[src/rtl/muldiv_pkg.sv]
// Shared encodings for the iterative multiply/divide sequencer.
package muldiv_pkg;

    localparam int XLEN_DEF  = 32;
    localparam int CNT_W_DEF = 6;

    typedef enum logic [1:0] {
        OP_MULTU = 2'b00,
        OP_MULT  = 2'b01,
        OP_DIVU  = 2'b10,
        OP_DIV   = 2'b11
    } op_e;

    typedef enum logic [1:0] {
        S_IDLE = 2'b00,
        S_CALC = 2'b01,
        S_FIX  = 2'b10
    } state_e;

    function automatic logic op_is_div(input op_e o);
        return (o == OP_DIVU) || (o == OP_DIV);
    endfunction

    function automatic logic op_is_signed(input op_e o);
        return (o == OP_MULT) || (o == OP_DIV);
    endfunction

endpackage

[src/rtl/muldiv_negate.sv]
// Conditional two's-complement negate, used for operand magnitudes and result sign fixup.
module muldiv_negate #(
    parameter int W = 32
) (
    input  logic [W-1:0] in_val,
    input  logic         neg,
    output logic [W-1:0] out_val
);

    assign out_val = neg ? (~in_val + {{(W-1){1'b0}}, 1'b1}) : in_val;

endmodule

[src/rtl/muldiv_seq.sv]
// Iterative mult/multu/div/divu sequencer owning the HI/LO registers.
// Operates on magnitudes for one bit per cycle, then fixes signs in a final cycle.
module muldiv_seq
    import muldiv_pkg::*;
#(
    parameter int XLEN  = XLEN_DEF,
    parameter int CNT_W = CNT_W_DEF
) (
    input  logic            clk,
    input  logic            rst_n,
    input  logic            start,
    input  logic [1:0]      op,
    input  logic [XLEN-1:0] src_a,
    input  logic [XLEN-1:0] src_b,
    input  logic            mthi,
    input  logic            mtlo,
    input  logic [XLEN-1:0] wdata,
    output logic            busy,
    output logic            done,
    output logic [XLEN-1:0] hi,
    output logic [XLEN-1:0] lo
);

    state_e                state_q, state_d;
    op_e                   op_q, op_d;
    logic                  neg_res_q, neg_res_d;
    logic                  neg_rem_q, neg_rem_d;
    logic                  dz_q, dz_d;
    logic [XLEN-1:0]       opnd_q, opnd_d;
    logic [2*XLEN-1:0]     acc_q, acc_d;
    logic [CNT_W-1:0]      cnt_q, cnt_d;
    logic [XLEN-1:0]       hi_q, hi_d;
    logic [XLEN-1:0]       lo_q, lo_d;
    logic                  done_q, done_d;
    logic                  busy_q, busy_d;

    logic                  sign_a_s, sign_b_s;
    logic [XLEN-1:0]       abs_a_s, abs_b_s;
    logic [2*XLEN-1:0]     prod_s;
    logic [XLEN-1:0]       quot_s, rem_s;
    logic [XLEN:0]         mul_sum_s;
    logic [2*XLEN-1:0]     mul_next_s;
    logic [XLEN:0]         div_diff_s;
    logic                  div_ge_s;
    logic [XLEN-1:0]       div_rem_s;
    logic [2*XLEN-1:0]     div_next_s;

    assign sign_a_s = op_is_signed(op_e'(op)) & src_a[XLEN-1];
    assign sign_b_s = op_is_signed(op_e'(op)) & src_b[XLEN-1];

    muldiv_negate #(.W(XLEN)) u_abs_a (.in_val(src_a), .neg(sign_a_s), .out_val(abs_a_s));
    muldiv_negate #(.W(XLEN)) u_abs_b (.in_val(src_b), .neg(sign_b_s), .out_val(abs_b_s));

    // A zero divisor must leave the all-ones quotient untouched by the sign fixup.
    muldiv_negate #(.W(2*XLEN)) u_prod_fix (.in_val(acc_q), .neg(neg_res_q), .out_val(prod_s));
    muldiv_negate #(.W(XLEN)) u_quot_fix (
        .in_val (acc_q[XLEN-1:0]),
        .neg    (neg_res_q & ~dz_q),
        .out_val(quot_s)
    );
    muldiv_negate #(.W(XLEN)) u_rem_fix (
        .in_val (acc_q[2*XLEN-1:XLEN]),
        .neg    (neg_rem_q),
        .out_val(rem_s)
    );

    // Multiply step: acc = {partial product, remaining multiplier bits}, shifted right.
    assign mul_sum_s  = {1'b0, acc_q[2*XLEN-1:XLEN]} + {1'b0, (acc_q[0] ? opnd_q : {XLEN{1'b0}})};
    assign mul_next_s = {mul_sum_s, acc_q[XLEN-1:1]};

    // Divide step: acc = {partial remainder, dividend/quotient}; the remainder stays below
    // the divisor, so the sign of the XLEN+1-bit difference is the restore decision.
    assign div_diff_s = {acc_q[2*XLEN-1:XLEN], acc_q[XLEN-1]} - {1'b0, opnd_q};
    assign div_ge_s   = ~div_diff_s[XLEN];
    assign div_rem_s  = div_ge_s ? div_diff_s[XLEN-1:0]
                                 : {acc_q[2*XLEN-2:XLEN], acc_q[XLEN-1]};
    assign div_next_s = {div_rem_s, acc_q[XLEN-2:0], div_ge_s};

    // Next-state, datapath and HI/LO update logic.
    always_comb begin
        state_d   = state_q;
        op_d      = op_q;
        neg_res_d = neg_res_q;
        neg_rem_d = neg_rem_q;
        dz_d      = dz_q;
        opnd_d    = opnd_q;
        acc_d     = acc_q;
        cnt_d     = cnt_q;
        hi_d      = hi_q;
        lo_d      = lo_q;
        done_d    = 1'b0;
        case (state_q)
            S_IDLE: begin
                if (start) begin
                    op_d      = op_e'(op);
                    neg_res_d = sign_a_s ^ sign_b_s;
                    neg_rem_d = sign_a_s;
                    dz_d      = op_is_div(op_e'(op)) & (src_b == {XLEN{1'b0}});
                    opnd_d    = op_is_div(op_e'(op)) ? abs_b_s : abs_a_s;
                    acc_d     = op_is_div(op_e'(op)) ? {{XLEN{1'b0}}, abs_a_s}
                                                     : {{XLEN{1'b0}}, abs_b_s};
                    cnt_d     = {CNT_W{1'b0}};
                    state_d   = S_CALC;
                end else begin
                    if (mthi) hi_d = wdata;
                    if (mtlo) lo_d = wdata;
                end
            end
            S_CALC: begin
                acc_d = op_is_div(op_q) ? div_next_s : mul_next_s;
                cnt_d = cnt_q + CNT_W'(1);
                if (cnt_q == CNT_W'(XLEN - 1)) begin
                    state_d = S_FIX;
                end else begin
                    state_d = S_CALC;
                end
            end
            S_FIX: begin
                if (op_is_div(op_q)) begin
                    hi_d = rem_s;
                    lo_d = quot_s;
                end else begin
                    hi_d = prod_s[2*XLEN-1:XLEN];
                    lo_d = prod_s[XLEN-1:0];
                end
                done_d  = 1'b1;
                state_d = S_IDLE;
            end
            default: begin
                state_d = S_IDLE;
            end
        endcase
        busy_d = (state_d != S_IDLE);
    end

    // State and datapath registers.
    always_ff @(posedge clk or negedge rst_n) begin
        if (!rst_n) begin
            state_q   <= S_IDLE;
            op_q      <= OP_MULTU;
            neg_res_q <= 1'b0;
            neg_rem_q <= 1'b0;
            dz_q      <= 1'b0;
            opnd_q    <= {XLEN{1'b0}};
            acc_q     <= {(2*XLEN){1'b0}};
            cnt_q     <= {CNT_W{1'b0}};
            hi_q      <= {XLEN{1'b0}};
            lo_q      <= {XLEN{1'b0}};
            done_q    <= 1'b0;
            busy_q    <= 1'b0;
        end else begin
            state_q   <= state_d;
            op_q      <= op_d;
            neg_res_q <= neg_res_d;
            neg_rem_q <= neg_rem_d;
            dz_q      <= dz_d;
            opnd_q    <= opnd_d;
            acc_q     <= acc_d;
            cnt_q     <= cnt_d;
            hi_q      <= hi_d;
            lo_q      <= lo_d;
            done_q    <= done_d;
            busy_q    <= busy_d;
        end
    end

    assign busy = busy_q;
    assign done = done_q;
    assign hi   = hi_q;
    assign lo   = lo_q;

endmodule
[config.mk]
export PLATFORM = sky130hd
export DESIGN_NAME = muldiv_seq
export DESIGN_NICKNAME = d
export VERILOG_FILES = /design/src/rtl/muldiv_pkg.sv /design/src/rtl/muldiv_negate.sv /design/src/rtl/muldiv_seq.sv
export SDC_FILE = /design/constraint.sdc
export NUM_CORES = 1
export LEC_CHECK = 0
export BUFFER_PORTS_ARGS = -buffer_cell sky130_fd_sc_hd__buf_2
export CAP_MARGIN = 20
export CELL_PAD_IN_SITES_DETAIL_PLACEMENT = 0
export CELL_PAD_IN_SITES_GLOBAL_PLACEMENT = 1
export CORE_MARGIN = 4
export CORE_UTILIZATION = 45
export DETAILED_ROUTE_END_ITERATION = 10
export PLACE_DENSITY = 0.91
export SLEW_MARGIN = 20
export SYNTH_ARGS = -nofsm -noshare
export SYNTH_HDL_FRONTEND = slang
export SYNTH_SLANG_ARGS = --single-unit
[constraint.sdc]
create_clock -name clk -period 4.4 [get_ports clk]
set_clock_uncertainty 0.2 [all_clocks]
set_input_delay 0.44 -clock clk [delete_from_list [all_inputs] [get_ports clk]]
set_output_delay 0.44 -clock clk [all_outputs]
set_load 0.1 [all_outputs]
# Word-level counts from Yosys, hierarchy flattened
# Index checks and enable logic that the tools add are counted.
dict set report classes {
  add_sub_neg 8
  n_mul 0
  n_div 0
  order_cmp 0
  n_eq_ne 12
  shift 0
  n_mux 26
  n_bitwise 12
  reduce_logical 12
}
# cell count
set op_table {}
lappend op_table {{$mux W32} 14}
lappend op_table {{$mux W64} 3}
lappend op_table {{$add A32 B1 Y32 const B} 4}
lappend op_table {{$not A32 Y32} 4}
lappend op_table {{$pmux W32 S2} 2}
lappend op_table {{$pmux W64 S2} 1}
lappend op_table {{$add A64 B1 Y64 const B} 1}
lappend op_table {{$not A64 Y64} 1}
lappend op_table {{$add A32 B32 Y33} 1}
lappend op_table {{$sub A33 B32 Y33} 1}
lappend op_table {{$logic_not A32 Y1} 1}
lappend op_table {{$pmux W6 S2} 1}
lappend op_table {{$eq A2 B2 Y1 const B} 5}
lappend op_table {{$ne A2 B2 Y1 const B} 4}
lappend op_table {{$add A6 B1 Y6 const B} 1}
lappend op_table {{$eq A6 B5 Y1 const B} 1}
lappend op_table {{$mux W6} 1}
lappend op_table {{$reduce_and A3 Y1} 2}
lappend op_table {{$reduce_bool A2 Y1} 3}
lappend op_table {{$and A1 B1 Y1} 4}
lappend op_table {{$eq A2 B1 Y1 const B} 2}
lappend op_table {{$mux W2} 2}
lappend op_table {{$pmux W2 S2} 1}
lappend op_table {{$reduce_and A2 Y1} 2}
lappend op_table {{5 further kinds} 8}
dict set report word_totals {
  regBits 175
  latchBits 0
  mem_bits_rw 0
  rom_bits 0
  input_bits 103
  output_inout_bits 66
  mem_count 0
}

# Longest topological paths before layout
# Gate-level depths: netlist of run 1.
dict set report depth {
  word_depth 7
  mapped_depth 14
}

# By module
# From an unflattened synthesis of run 1, not the netlist that was laid out.
dict set report unflattened {
  cells_unflattened 2053
  area_unflattened_um2 17723.2
}
# mod n_inst cells_each area_each_um2
set by_module_without_submodules {}
lappend by_module_without_submodules {muldiv_seq 1 1451 12966.2}
lappend by_module_without_submodules {{muldiv_negate at u_abs_a ...} 4 99 777.0}
lappend by_module_without_submodules {{muldiv_negate at u_prod_fix} 1 206 1649.1}

# Worst setup path before layout of run 1
# OpenSTA, ideal clock, no wires.
dict set report synth_timing {
  path_type {register to register}
  start {register acc_q[0]}
  end {register acc_q[63]}
  setup_ps 95
  t_arrival_ps 3162
  required_time_ps 4105
  slack_ps 943
  path_stages_with_launch 14
  n_path_buf 2
  synth_period_minus_slack_ps 3457
  cell_sequence {dfrtp_1 inv_1 clkbuf_1 nor2_1 ha_1 clkbuf_1 o211ai_1 a21o_1 a41oi_1 o2111ai_1 a2111oi_0 o21ai_0 and3_1 o31ai_1}
}
dict set report synth_via {
  elab_chain_cells 4
}
# element line_no
set synth_lines {}
lappend synth_lines {{start, declared} muldiv_seq.sv:30} ;# logic [2*XLEN-1:0] acc_q, acc_d;
lappend synth_lines {{start signal, assigned} muldiv_seq.sv:145} ;# acc_q <= {(2*XLEN){1'b0}};
lappend synth_lines {{$mux W32} muldiv_seq.sv:68} ;# assign mul_sum_s = {1'b0, acc_q[2*XLEN-1:XLEN]} + {1'b0, (acc_q[0] ? opnd_q : {XLEN{1'b0}})};
lappend synth_lines {{$add A32 B32 Y33} muldiv_seq.sv:68}
lappend synth_lines {{$mux W64} muldiv_seq.sv:110} ;# acc_d = op_is_div(op_q) ? div_next_s : mul_next_s;
lappend synth_lines {{$pmux W64 S2} muldiv_seq.sv:92} ;# case (state_q)
# Every way passes these cells.
# A chain may end at the register's enable or synchronous reset.

# Worst setup path in the final report of run 1
dict set report layout_timing {
  start {register acc_q[0]}
  end {register acc_q[55]}
}
# Same word-level chain as after synthesis.

==> metrics.md, run 1 <==
| Metric | Value |
|---|---|
| Max cap viols | 0 |
| Final Instance Area | 16800 um^2 |
| Fmax | 244 MHz |
| Core Util, Final | 0.515 |
| Mapped Area | 14900 um^2 |
| DR vias/cell | 5.97 |
| ANT cells | 0 |
| Placed Instance Area | 16200 um^2 |
| Int Power | 5.95 mW |
| Synthesis-stage register bit count | 174 |
| Post-synth top area share | 0.292 |
| Net Count, Synth | 2117 |
| Num CTS Buffers | 17 |
| Worst path arrival time | 4250 ps |
| Detailed placement HPWL | 39.4 mm |
| Final Slew Violations | 0 |
| Ports | 169 |
| Clock network fraction of total power | 0.111 |
| Logic pwr share | 0.655 |
| Post-synth ARST share | 1.00 |
| Post-DRT Antenna Nets | 0 |
| Dominant cells by area after synthesis | dfrtp_1 (29%), o21ai_0 (7.2%), a21oi_1 (5.8%), ha_1 (5.8%), xnor2_1 (5.3%) |
| # DRC | 0 |
| Required time worst endpoint | 4540 ps |
| P per Cell Area | 789 nW/um^2 |
| Initial DRT Pass Iterations | 5 |
| Clock buffer depth | 2 |
| HP Class | in2reg |
| Worst skew pair latency | 450 ps |
| Global-route wire length before repair | 78.4 mm |
| Tot GR Track Use | 0.274 |
| Setup violators final | 0 |
| CTS sink cnt | 174 |
| P_sw | 7.29 mW |
| Hold Violations, Final | 0 |
| TritonCTS clock tree | yes |
| Worst setup SP type | flip-flop |
| Final Total Pwr | 13.2 mW |
| Grt ovf | 0 |
| Tmin final | 4110 ps |
| Rows | 66 |
| Largest net degree at the start of global routing | 83 |
| DR iter-0 viols | 1349 |
| Status | completed |
| Leak Pwr | 7.38 nW |
| Die height | 190 um |
| Area growth syn-to-layout | 12.6% |
| Drt wl/cell | 20.2 um |
| Seq pwr share | 0.234 |
| Die footprint | 36100 um^2 |
| Post-Syn Area per Cell | 7.67 um^2 |
| Synth cell count leaders | o21ai_0 (215), nor2_1 (205), nand2_1 (201), dfrtp_1 (174), a21oi_1 (173) |
| H-tree level count | 4 |
| Port Buf Inserts | 168 |
| Ratio of cells with drive above 1 in the final layout | 0.134 |
| Yosys warning total | 0 |
| Number of enable flip-flop cells after synthesis | 0 |
| Clock transition at path regs | 70 ps |
| Final wirelength | 50.6 mm |
| Antenna violations before repair | 0 |
| Fill cell count | 3267 |
| CP Class | reg2reg |
| Die width | 190 um |
| Vias in the first global route | 14030 |
| Slew HR | 0.368 |
| Post-synth cell types | 78 |
| CP max FO | 16 |
| Vias | 14997 |
| Core ar. | 32600 um^2 |
| Unrepaired setup endpoints after global routing | no |
| Root Buffer | clkbuf_16 |
| Switching Share | 0.551 |
| Final worst path period share | 0.933 |
| Gate Count Post-Synth | 1943 |
| Nets@finish | 2231 |
| Synth area leader | dfrtp_1 |
| Starting Density | 0.457 |
| Placer Congestion | 0.969 |
| Worst-case vdd ir drop | 426 uV |
| Seq/Total Area, Yosys | 0.292 |
| Actual slew at the worst max-slew pin | 946 ps |
| Top-count cell post-synth | o21ai_0 |
| Sum of negative setup slack | 0 ps |
| Ys flop type | dfrtp_1 |
| Crit end category | flip-flop |
==> worst max-delay path, cell delays in order (launching register included) <==
cell and delay, ps:
dfrtp_1 480, inv_1 290, buf_4 240, buf_4 210
nor2_1 70, ha_1 340, nor2b_1 150, o21a_1 180
or4_1 440, o2111ai_1 390, nand2_1 190, o21ai_0 210
mux2_2 350, a211oi_1 240
==> logic make-up after synthesis <==
group,after synthesis,share of synthesized area
buf+inv,185,0.0471
flops,174,0.292
fa+ha+maj,71,0.0606
compound gates,656,0.267
simple gates,647,0.205
xor+xnor,160,0.0945
mux,50,0.0340
==> area by class of cell <==
type                            instances  area (um^2)  share of cell area
Multi-Input combinational cell       1584         9880               0.588
Inverter                               69          259              0.0154
Sequential cell                       174         4360               0.259
Timing Repair Buffer                  211         1210              0.0721
Clock buffer                           19          443              0.0264
Clock inverter                         12         88.8             0.00529
Tap cell                              442          553              0.0329
==> through the flow <==
| stage | hold WS [ps] | setup slack, ps | instances |
|---|---|---|---|
| finish | 52.3 | 295 | 2511 |
| global placement | 256 | 280 | 2479 |
| floorplan | -55.6 | 943 | 1943 |
| global route | 59.2 | 0.125 | 2511 |
| CTS | 40.9 | 196 | 2511 |
| detailed placement | 264 | 238 | 2479 |
==> per-layer routing <==
metal	global-route usage	vias to the layer above	wire, um
li1	-	7225	-
met1	0.399	7025	23400
met2	0.411	665	21200
met3	0.0516	82	4540
met4	0.0854	0	1510
met5	0	-	0
==> state kept, by name (all words and copies together), names as in the netlist <==
signal,count
acc_q,64
busy,1
cnt_q,6
done,1
dz_q,1
hi,32
lo,32
neg_rem_q,1
neg_res_q,1
op_q,1
opnd_q,32
state_q,2
==> layout by cell type, fill, tap and decap left out, drive strengths merged, types with 26 or more instances in the layout <==
cell type | Yosys | final
o21ai | 225 | 225
buf | 11 | 210
nor2 | 205 | 205
nand2 | 201 | 201
a21oi | 174 | 174
dfrtp | 174 | 174
xnor2 | 91 | 91
inv | 67 | 70
xor2 | 69 | 69
ha | 69 | 69
mux2i | 45 | 45
a31oi | 41 | 41
nor3 | 41 | 41
o211ai | 38 | 38
nand3 | 35 | 35
o31ai | 27 | 27
nand2b | 27 | 27
a21o | 26 | 26
nor4 | 26 | 26
==> what timing repair did <==
action,CTS,global route
buffers inserted,0,0
endpoints found under the setup margin,0,2
endpoints found under the hold margin,77,0
resized for setup,0,1
hold buffers,1,0
==> power by group through the flow <==
stage	clock, mW	sequential (mW)	combinational, mW
CTS	1.48	3.07	8.54
global route	1.55	3.18	9.41
detailed placement	0	3.10	8.49
floorplan	0	4.04	5.22
finish	1.47	3.10	8.67
global placement	0	3.08	8.40
==> path summary, 6_finish.rpt <==
check / from / end / slack, ps / cells past startpoint
worst max-delay path: acc_q[0] / acc_q[55] / 290 / 13
worst min-delay path: wdata[23] / hi[23] / 50 / 3
worst max register to register: acc_q[0] / acc_q[55] / 290 / 13
worst min register to register: lo[31] / lo[31] / 270 / 2
max in group asynchronous: rst_n / op_q[1] / 2720 / 3
min in group asynchronous: rst_n / lo[5] / 380 / 2
(Power assumes the default switching activity.)
==> inputs of run 2 (changes only) <==
Settings changed: CORE_MARGIN 4 to not set.
==> run 2 against run 1 <==
Against the previous run:
- sequential power hardly changed
- critical path type unchanged
- critical path depth stayed put
- count of clock-buffer cells in the layout is 1 lower
- final cell count hardly changed
- non-clock buffer count is 2 lower
- critical endpoint unchanged
- worst setup slack better by 25 ps
- cell area is 0.60% higher
- clock power is 18% higher
- via count is 0.84% lower
- core utilization is 0.44 points higher
==> metrics.md, run 2 (synthesized netlist as in run 1, its figures left out) <==
| Metric | Value |
|---|---|
| Status | completed (unchanged) |
| Register area | 4360 um^2 (unchanged) |
| DR vias/cell | 5.92 (was 5.97) |
| Nets@finish | 2229 (was 2231) |
| Family with the most delay on the worst path | compound AO/OA/AOI/OAI gates (unchanged) |
| # DRC | 0 (unchanged) |
| P per Cell Area | 798 nW/um^2 (was 789 nW/um^2) |
| Starting Density | 0.458 (was 0.457) |
| Port Buf Inserts | 168 (unchanged) |
| Fmax | 245 MHz (was 244 MHz) |
| Setup violators final | 0 (unchanged) |
| Tmin final | 4080 ps (was 4110 ps) |
| Buffers & Inverters on Critical Path | 2 (was 3) |
| Detailed placement HPWL | 40.5 mm (was 39.4 mm) |
| Int Power | 6.17 mW (was 5.95 mW) |
| Vias | 14871 (was 14997) |
| P_sw | 7.30 mW (was 7.29 mW) |
| Largest net degree at the start of global routing | 102 (was 83) |
| Root Buffer | clkbuf_16 (unchanged) |
| Switching Share | 0.542 (was 0.551) |
| Final Total Pwr | 13.5 mW (was 13.2 mW) |
| ANT cells | 0 (unchanged) |
| Actual slew at the worst max-slew pin | 1000 ps (was 946 ps) |
| CP Class | reg2reg (unchanged) |
| Max cap viols | 0 (unchanged) |
| Worst path arrival time | 4240 ps (was 4250 ps) |
| Logic pwr share | 0.641 (was 0.655) |
| Num CTS Buffers | 17 (unchanged) |
| Seq pwr share | 0.231 (was 0.234) |
| Vias in the first global route | 14119 (was 14030) |
| Final wirelength | 51.8 mm (was 50.6 mm) |
| Fill cell count | 3214 (was 3267) |
| Required time worst endpoint | 4560 ps (was 4540 ps) |
| Rows | 66 (unchanged) |
| HP Class | in2reg (unchanged) |
| Crit end category | flip-flop (unchanged) |
| Most frequent cells in the layout | o21ai_0 (215), nor2_1 (204), nand2_1 (201) (unchanged) |
| Multi-input logic area | 9880 um^2 (about the same) |
| Die width | 184 um (was 190 um) |
| Tot GR Track Use | 0.306 (was 0.274) |
| Number of flip-flops in the largest register | 64 (unchanged) |
| Commonest non-fill, non-tap cell in the layout | o21ai_0 (unchanged) |
| Die height | 184 um (was 190 um) |
| Largest Register | acc_q (unchanged) |
| Final worst path period share | 0.927 (was 0.933) |
| CP max FO | 13 (was 16) |
| Drt wl/cell | 20.7 um (was 20.2 um) |
| Die footprint | 33900 um^2 (was 36100 um^2) |
| Sum of negative setup slack | 0 ps (unchanged) |
| Clock network fraction of total power | 0.128 (was 0.111) |
| Post-DRT Antenna Nets | 0 (unchanged) |
| H-tree level count | 4 (unchanged) |
| Worst skew pair latency | 460 ps (was 450 ps) |
| Ports | 169 (unchanged) |
| Ratio of cells with drive above 1 in the final layout | 0.135 (was 0.134) |
| Slew HR | 0.333 (was 0.368) |
| Worst setup SP type | flip-flop (unchanged) |
| CTS sink cnt | 174 (unchanged) |
| DR iter-0 viols | 1177 (was 1349) |
| Critical path's slowest cell | dfrtp_1 (unchanged) |
| Placer Congestion | 0.963 (was 0.969) |
| Final Slew Violations | 0 (unchanged) |
| Global-route wire length before repair | 79.6 mm (was 78.4 mm) |
| TritonCTS clock tree | yes (unchanged) |
| Leak Pwr | 7.43 nW (was 7.38 nW) |
| Unrepaired setup endpoints after global routing | no (unchanged) |
| Worst-case vdd ir drop | 416 uV (was 426 uV) |
| Clock transition at path regs | 80 ps (was 70 ps) |
| Hold Violations, Final | 0 (unchanged) |
| Worst-path cell chain | inv_1 > buf_4 > nor2_1 > ha_1 > a21oi_1 > nor2b_1 > o21a_1 > or4_1 > o2111ai_1 > nand2_1 > o21ai_0 > mux2_2 > a211oi_1 (was inv_1 > buf_4 > buf_4 > nor2_1 > ha_1 > nor2b_1 > o21a_1 > or4_1 > o2111ai_1 > nand2_1 > o21ai_0 > mux2_2 > a211oi_1) |
| Clock buffer depth | 2 (unchanged) |
| Core ar. | 32500 um^2 (was 32600 um^2) |
| Initial DRT Pass Iterations | 7 (was 5) |
| Critical Path Max Stage Delay | 470 ps (was 480 ps) |
| Antenna violations before repair | 1 (was 0) |
| Area growth syn-to-layout | 13.3% (was 12.6%) |
| Grt ovf | 0 (unchanged) |
==> run 2: cell count changes in the layout (fill, tap and decap cells not counted), sizes merged <==
cell      before  now
bufinv         0    4
inv           70   73
clkinvlp       4    1
buf          210  208
clkbuf        19   18
clkinv         7    5
==> run 2: tightest hold or removal path: stages <==
cell and delay (ps):
buf_2 100, a22oi_1 60, o21ai_0 60
==> run 2: worst paths after layout <==
path                           start   endpoint  slack (ps)  depth (start not counted)
min in group asynchronous      rst_n     lo[20]         510                          2
setup / recovery            acc_q[0]  acc_q[55]         320                         13
hold reg to reg               lo[24]     lo[24]         270                          2
setup reg to reg            acc_q[0]  acc_q[55]         320                         13
max in group asynchronous      rst_n  acc_q[40]        2520                          3
hold / removal             wdata[13]     hi[13]          60                          3
==> run 2: layout make-up <==
cell class                      count  area share
Inverter                           69      0.0153
Tap cell                          442      0.0327
Sequential cell                   174       0.258
Multi-Input combinational cell   1584       0.585
Clock inverter                     14      0.0120
Timing Repair Buffer              209      0.0708
Clock buffer                       18      0.0260
==> run 2: power groups by stage <==
stage          clock network [mW]  registers [mW]  logic [mW]
6_report                     1.73            3.11        8.64
5_1_grt                      1.81            3.17        9.40
2_1_floorplan                   0            4.04        5.22
4_1_cts                      1.74            3.06        8.54
3_3_place_gp                    0            3.08        8.43
3_5_place_dp                    0            3.10        8.50
==> run 2: what timing repair did <==
item                       CTS  global route
setup endpoints to repair    0             2
hold buffers                 1             0
buffers inserted             0             0
gates resized for setup      0             3
hold endpoints to repair   100             0
==> run 2: routing by layer <==
metal	global-route usage	share of wire	vias to the layer above	wire length, um
met5	0	0	-	0
met4	0.0837	0.023	0	1200
met3	0.0468	0.068	71	3510
met2	0.486	0.44	579	22700
met1	0.431	0.47	7001	24400
li1	-	-	7220	-
==> run 2: through the flow <==
stage               setup slack [ps]  area (um^2)  utilization  hold slack (ps)  instances
floorplan                        943        14900            -            -55.6       1943
global placement                 247        16200        0.499              254       2477
detailed placement               103        16200        0.499              264       2477
CTS                             75.6        16900        0.519             47.9       2510
global route                    35.5        16900        0.519             63.5       2510
finish                           320        16900        0.519             56.0       2510
